**src/rtl/dispatch_ctrl.sv**
```systemverilog
// Credit-based dispatch scheduler: steers decoded uops to ALU/BR/LSQ, allocates ROB/PRF, blocks after redirects.
// Optional perf counters are built only when DISPATCH_PERF_EN is defined; otherwise they read as zero.
package dispatch_pkg;
  typedef enum logic [2:0] {
    UOP_ALU    = 3'd0,
    UOP_BRANCH = 3'd1,
    UOP_JUMP   = 3'd2,
    UOP_LOAD   = 3'd3,
    UOP_STORE  = 3'd4,
    UOP_MISC   = 3'd5
  } uop_class_e;

  typedef struct packed {
    uop_class_e uop_class;
    logic       uses_rd;
  } decoded_bundle_t;
endpackage

module dispatch_ctrl
  import dispatch_pkg::*;
#(
  parameter int ALU_RS_DEPTH = 8,
  parameter int BR_RS_DEPTH  = 4,
  parameter int LSQ_DEPTH    = 8,
  parameter int ROB_DEPTH    = 16,
  parameter int FLUSH_CYCLES = 2
) (
  input  logic            clk,
  input  logic            rst_n,
  input  logic            redirect_valid,
  input  logic            decode_valid,
  input  decoded_bundle_t decoded_bundle_fields,
  output logic            decode_ready,
  output logic            alu_disp_valid,
  output logic            br_disp_valid,
  output logic            lsu_disp_valid,
  output logic            rob_alloc_valid,
  output logic            prf_alloc_valid,
  input  logic            freelist_empty,
  input  logic            alu_credit_ret,
  input  logic            br_credit_ret,
  input  logic            lsu_credit_ret,
  input  logic            rob_credit_ret,
  output logic [31:0]     stall_rob_cnt,
  output logic [31:0]     stall_rs_cnt,
  output logic [31:0]     stall_prf_cnt,
  output logic [31:0]     flush_cyc_cnt
);
  localparam int AW = $clog2(ALU_RS_DEPTH + 1);
  localparam int BW = $clog2(BR_RS_DEPTH + 1);
  localparam int LW = $clog2(LSQ_DEPTH + 1);
  localparam int RW = $clog2(ROB_DEPTH + 1);
  localparam logic [AW-1:0] ALU_FULL = AW'(ALU_RS_DEPTH);
  localparam logic [BW-1:0] BR_FULL  = BW'(BR_RS_DEPTH);
  localparam logic [LW-1:0] LSQ_FULL = LW'(LSQ_DEPTH);
  localparam logic [RW-1:0] ROB_FULL = RW'(ROB_DEPTH);
  localparam logic [3:0]    FLUSH_LOAD = 4'(FLUSH_CYCLES - 1);

  // state    | meaning
  // ST_RUN   | dispatch allowed when credits and free list permit
  // ST_FLUSH | post-redirect window, dispatch blocked until flush_ctr drains
  typedef enum logic {ST_RUN, ST_FLUSH} state_e;

  state_e          state_q, state_d;
  logic [3:0]      flush_ctr_q, flush_ctr_d;
  logic [AW-1:0]   alu_cred_q, alu_cred_d;
  logic [BW-1:0]   br_cred_q, br_cred_d;
  logic [LW-1:0]   lsu_cred_q, lsu_cred_d;
  logic [RW-1:0]   rob_cred_q, rob_cred_d;
  logic            is_alu, is_br, is_lsu, target_ok, fire;

  always_comb begin
    is_alu = 1'b0;
    is_br  = 1'b0;
    is_lsu = 1'b0;
    case (decoded_bundle_fields.uop_class)
      UOP_ALU:              is_alu = 1'b1;
      UOP_BRANCH, UOP_JUMP: is_br  = 1'b1;
      UOP_LOAD, UOP_STORE:  is_lsu = 1'b1;
      default: ;
    endcase
  end

  // MISC and illegal classes only need a ROB entry
  assign target_ok = is_alu ? (alu_cred_q != '0) :
                     is_br  ? (br_cred_q  != '0) :
                     is_lsu ? (lsu_cred_q != '0) : 1'b1;

  assign decode_ready = (state_q == ST_RUN) && !redirect_valid && (rob_cred_q != '0) &&
                        target_ok && (!decoded_bundle_fields.uses_rd || !freelist_empty);
  assign fire            = decode_valid && decode_ready;
  assign alu_disp_valid  = fire && is_alu;
  assign br_disp_valid   = fire && is_br;
  assign lsu_disp_valid  = fire && is_lsu;
  assign rob_alloc_valid = fire;
  assign prf_alloc_valid = fire && decoded_bundle_fields.uses_rd;

  // Returns at full are dropped so the counters never exceed depth
  always_comb begin
    alu_cred_d = alu_cred_q - AW'(alu_disp_valid)  + AW'(alu_credit_ret && (alu_cred_q != ALU_FULL));
    br_cred_d  = br_cred_q  - BW'(br_disp_valid)   + BW'(br_credit_ret  && (br_cred_q  != BR_FULL));
    lsu_cred_d = lsu_cred_q - LW'(lsu_disp_valid)  + LW'(lsu_credit_ret && (lsu_cred_q != LSQ_FULL));
    rob_cred_d = rob_cred_q - RW'(rob_alloc_valid) + RW'(rob_credit_ret && (rob_cred_q != ROB_FULL));
  end

  always_comb begin
    state_d     = state_q;
    flush_ctr_d = flush_ctr_q;
    case (state_q)
      ST_RUN: begin
        if (redirect_valid) begin
          state_d     = ST_FLUSH;
          flush_ctr_d = FLUSH_LOAD;
        end
      end
      ST_FLUSH: begin
        if (redirect_valid)          flush_ctr_d = FLUSH_LOAD;
        else if (flush_ctr_q == '0)  state_d     = ST_RUN;
        else                         flush_ctr_d = flush_ctr_q - 4'd1;
      end
      default: state_d = ST_RUN;
    endcase
  end

  always_ff @(posedge clk or negedge rst_n) begin
    if (!rst_n) begin
      state_q     <= ST_RUN;
      flush_ctr_q <= '0;
      alu_cred_q  <= ALU_FULL;
      br_cred_q   <= BR_FULL;
      lsu_cred_q  <= LSQ_FULL;
      rob_cred_q  <= ROB_FULL;
    end else begin
      state_q     <= state_d;
      flush_ctr_q <= flush_ctr_d;
      alu_cred_q  <= alu_cred_d;
      br_cred_q   <= br_cred_d;
      lsu_cred_q  <= lsu_cred_d;
      rob_cred_q  <= rob_cred_d;
    end
  end

  a_alu_ret_full: assert property (@(posedge clk) disable iff (!rst_n) !(alu_credit_ret && alu_cred_q == ALU_FULL));
  a_br_ret_full:  assert property (@(posedge clk) disable iff (!rst_n) !(br_credit_ret  && br_cred_q  == BR_FULL));
  a_lsu_ret_full: assert property (@(posedge clk) disable iff (!rst_n) !(lsu_credit_ret && lsu_cred_q == LSQ_FULL));
  a_rob_ret_full: assert property (@(posedge clk) disable iff (!rst_n) !(rob_credit_ret && rob_cred_q == ROB_FULL));

`ifdef DISPATCH_PERF_EN
  logic [31:0] stall_rob_q, stall_rob_d, stall_rs_q, stall_rs_d;
  logic [31:0] stall_prf_q, stall_prf_d, flush_cyc_q, flush_cyc_d;

  // Exactly one stall cause is charged, ROB first, then RS, then free list
  always_comb begin
    stall_rob_d = stall_rob_q;
    stall_rs_d  = stall_rs_q;
    stall_prf_d = stall_prf_q;
    flush_cyc_d = flush_cyc_q;
    if ((state_q == ST_RUN) && decode_valid && !decode_ready) begin
      if (rob_cred_q == '0)                                          stall_rob_d = stall_rob_q + 32'd1;
      else if (!target_ok)                                           stall_rs_d  = stall_rs_q + 32'd1;
      else if (decoded_bundle_fields.uses_rd && freelist_empty)      stall_prf_d = stall_prf_q + 32'd1;
    end
    if (state_q == ST_FLUSH) flush_cyc_d = flush_cyc_q + 32'd1;
  end

  always_ff @(posedge clk or negedge rst_n) begin
    if (!rst_n) begin
      stall_rob_q <= '0;
      stall_rs_q  <= '0;
      stall_prf_q <= '0;
      flush_cyc_q <= '0;
    end else begin
      stall_rob_q <= stall_rob_d;
      stall_rs_q  <= stall_rs_d;
      stall_prf_q <= stall_prf_d;
      flush_cyc_q <= flush_cyc_d;
    end
  end

  assign stall_rob_cnt = stall_rob_q;
  assign stall_rs_cnt  = stall_rs_q;
  assign stall_prf_cnt = stall_prf_q;
  assign flush_cyc_cnt = flush_cyc_q;
`else
  assign stall_rob_cnt = '0;
  assign stall_rs_cnt  = '0;
  assign stall_prf_cnt = '0;
  assign flush_cyc_cnt = '0;
`endif
endmodule

```
**config.mk**
```make
export PLATFORM = sky130hd
export DESIGN_NAME = dispatch_ctrl
export DESIGN_NICKNAME = d
export VERILOG_FILES = /design/src/rtl/dispatch_ctrl.sv
export SDC_FILE = /design/constraint.sdc
export NUM_CORES = 1
export LEC_CHECK = 0
export ABC_AREA = 1
export CORE_UTILIZATION = 34
export DETAILED_ROUTE_END_ITERATION = 7
export PLACE_DENSITY_LB_ADDON = 0.25
export SYNTH_ARGS = -nofsm -noshare
export SYNTH_HDL_FRONTEND = slang
export SYNTH_SLANG_ARGS = --single-unit
export TNS_END_PERCENT = 5
```
**constraint.sdc**
```tcl
create_clock -name clk -period 2.6 [get_ports clk]
set_clock_uncertainty 0.1 [all_clocks]
set_input_delay 0.65 -clock clk [delete_from_list [all_inputs] [get_ports clk]]
set_output_delay 0.65 -clock clk [all_outputs]
set_load 0.01 [all_outputs]
```
==> flow_summary.toml <==
[place]
placed_cells = 398
io_buffers = 18
dpl.hpwl_um = 2460
gp_congestion = 0.806

[final_layout]
synthToLayoutAreaGrowth_pct = 6.95
final_nets = 369
finalNonFillerCells = 410
final_core_util_pct = 37.6
layout-drive-gt1-share_pct = 22.7
diodes = 0

[drt]
drc = 0
detail-route-antenna-nets = 0
via_per_inst = 3.50
drt_iter0_markers = 22
dr.pass1.iters = 4
drt_wl_total_um = 3110
vias = 1435
wl_per_cell_um = 7.59

[critical_path]
cp-startpoint = "lsu_cred_q[3]"
startpoint_type = "flip-flop"
ff2ff_setup_slack_ps = -20
worst-r2r-cell-count = 15
cp.required_ps = 1850
critPathKind = "flip-flop to primary output"
r2r_start = "lsu_cred_q[3]"
r2r_end = "lsu_cred_q[1]"
cp.arrival_ps = 1880
crit_path_max_fanout = 2
cp-end-kind = "primary output"

[logic_synthesis]
syn_area_mm2 = 0.00238
synth_cell_type_count = 23
ys_warn_count = 0
synthesis.instances = 288
avgSynthCellArea_um2 = 8.25
ys_seq_area_share_pct = 22.3
synth-seq-cells = 21

[timing]
fmaxAchievable_mhz = 380
setup_viol = 5
hold_violations = 0
drv_slew = 0
timing.hold.ws_ps = 412
tns_ps = -89.7
rsz0062_at_grt = "true"
setup_ws_ps = -29.9
min_period_ps = 2630
finalCritPeriodShare_pct = 101

[grt]
grt_pass1_wl_um = 4820
grt_pass1_vias = 1121
grt.overflow.total = 0
gr-usage-all-layers_pct = 8.11
grt_max_degree = 22
antenna_found_initial = 0

[cts]
clock-sinks = 21
cts_tree = "built"
cts.clk_slew.worst_paths_ps = 80
clockRootBuffer = "clkbuf_8"
cts_max_path_buffers = 2
clk_latency_ps = 250
cts_hold_buffers = 0
cts_buffers = 3
cts_htree_levels = 1

[die]
rows = 30
die_y_um = 85.6
ioPinCount = 147
start_util_pct = 35.2
die_x_um = 85.6
dieArea_mm2 = 0.00733
core-area_mm2 = 0.00676

[power_and_ir_drop]
p_int_mw = 1.22
combPwrFrac_pct = 58.3
switching_share_pct = 41.9
vdd_ir_drop_max_mv = 0.370
power.switching_mw = 0.882
power_frac_clock_pct = 10.1
powerDensity_mw_per_mm2 = 828
p_seq_share_pct = 31.6
power_mw = 2.11
power_leakage_nw = 1.38

[hold_path]
hold_path_end = "br_cred_q[2]"
min_path_type = "flip-flop to flip-flop"
min_delay_path_depth = 1
min_from = "br_cred_q[1]"

[run]
maxCapViolations = 0

[outcome]
status = "finished, violations left"
failed_checks = "setup timing"
cells in the mapped netlist, drive strengths merged:
master / count / area [um^2]
xnor2: 7 / 61.3
dfstp: 4 / 105
nor3: 3 / 15.0
a21oi: 4 / 20.0
clkinv: 1 / 3.75
nor2: 14 / 60.1
o21ai: 4 / 20.0
nand3: 11 / 65.1
a31oi: 2 / 12.5
buf: 128 / 961
xor2: 4 / 35.0
nand2: 23 / 88.8
conb: 1 / 3.75
dfrtp: 17 / 425
fa: 4 / 80.1
inv: 38 / 143
ha: 21 / 263
o22ai: 1 / 6.26
nor3b: 1 / 7.51
kinds of logic after synthesis:
logic type | synth area share (%)
buf+inv | 46.6
compound gates | 2.48
simple gates | 9.95
other cells | 0.158
flops | 22.3
xor+xnor | 4.05
fa+ha+maj | 14.4
per-layer routing:
metal | part of all wire [%] | GRT usage (%) | up-vias
li1 | - | - | 703
met1 | 42 | 10.2 | 645
met2 | 51 | 14.6 | 85
met3 | 6.6 | 1.54 | 2
met4 | 0.26 | 1.36 | 0
met5 | 0 | 0 | -
registers in the layout, indices dropped and copies added, names as in the netlist:
register and flops:
br_cred_q 3, alu_cred_q 4, state_q 1, rob_cred_q 5, flush_ctr_q 4, lsu_cred_q 4
layout make-up:
| cell class | instances | area, um^2 |
|---|---|---|
| Sequential cell | 21 | 531 |
| Inverter | 39 | 150 |
| Tap cell | 80 | 100 |
| Multi-Input combinational cell | 227 | 1400 |
| Fill cell | 709 | 4220 |
| Timing Repair Buffer | 39 | 313 |
| Clock buffer | 4 | 45.0 |
metrics by stage:
stage	instance area [um^2]	worst slack, ps
2_1_floorplan	2860	9.12
3_3_place_gp	2270	-552
3_5_place_dp	2270	-602
4_1_cts	2450	-64.5
5_1_grt	2540	-115
6_report	2540	-29.9
worst max-delay path by stage:
| stage | endpoint | slack, ps | cells past startpoint |
|---|---|---|---|
| 2_1_floorplan | rob_cred_q[4] | 9 | 16 |
| 3_3_place_gp | lsu_disp_valid | -550 | 8 |
| 6_report | decode_ready | -30 | 10 |
| 4_1_cts | alu_cred_q[1] | -60 | 15 |
| 5_1_grt | decode_ready | -120 | 10 |
| 3_5_place_dp | rob_cred_q[4] | -600 | 17 |
power groups by stage:
stage / clock, mW / sequential [mW] / combinational (mW)
after detailed placement: 0 / 0.645 / 1.08
final: 0.212 / 0.665 / 1.23
after floorplan: 0 / 0.632 / 0.943
after global placement: 0 / 0.647 / 1.05
after CTS: 0.221 / 0.655 / 1.18
after global routing: 0.235 / 0.694 / 1.42
worst max-delay path: stages, from the launching register on:
cell,delay [ps]
dfstp_2,540
inv_2,40
ha_4,140
nor3b_4,140
nand2_1,80
nand2_2,60
buf_4,130
buf_4,120
buf_4,130
nor3_4,100
buf_2,150
repair_timing:
action	in CTS	in global routing
buffers inserted	5	3
gates resized for setup	62	16
pin swaps	19	11
setup endpoints to repair	17	12
cell usage in the layout (no fill, tap or decap), drive strengths merged:
cell           count
xnor2              7
clkinv             1
nor3               3
a21oi              4
clkbuf             5
buf               26
nor3b              1
inv               38
nor2              14
o22ai              1
clkdlybuf4s15      3
xor2               4
nand2             23
dfstp              4
clkdlybuf4s50      6
o21ai              4
a31oi              2
dlygate4sd2        3
dfrtp             17
ha                21
conb             128
nand3             11
fa                 4
No activity file was read; power rests on OpenSTA's default activity.
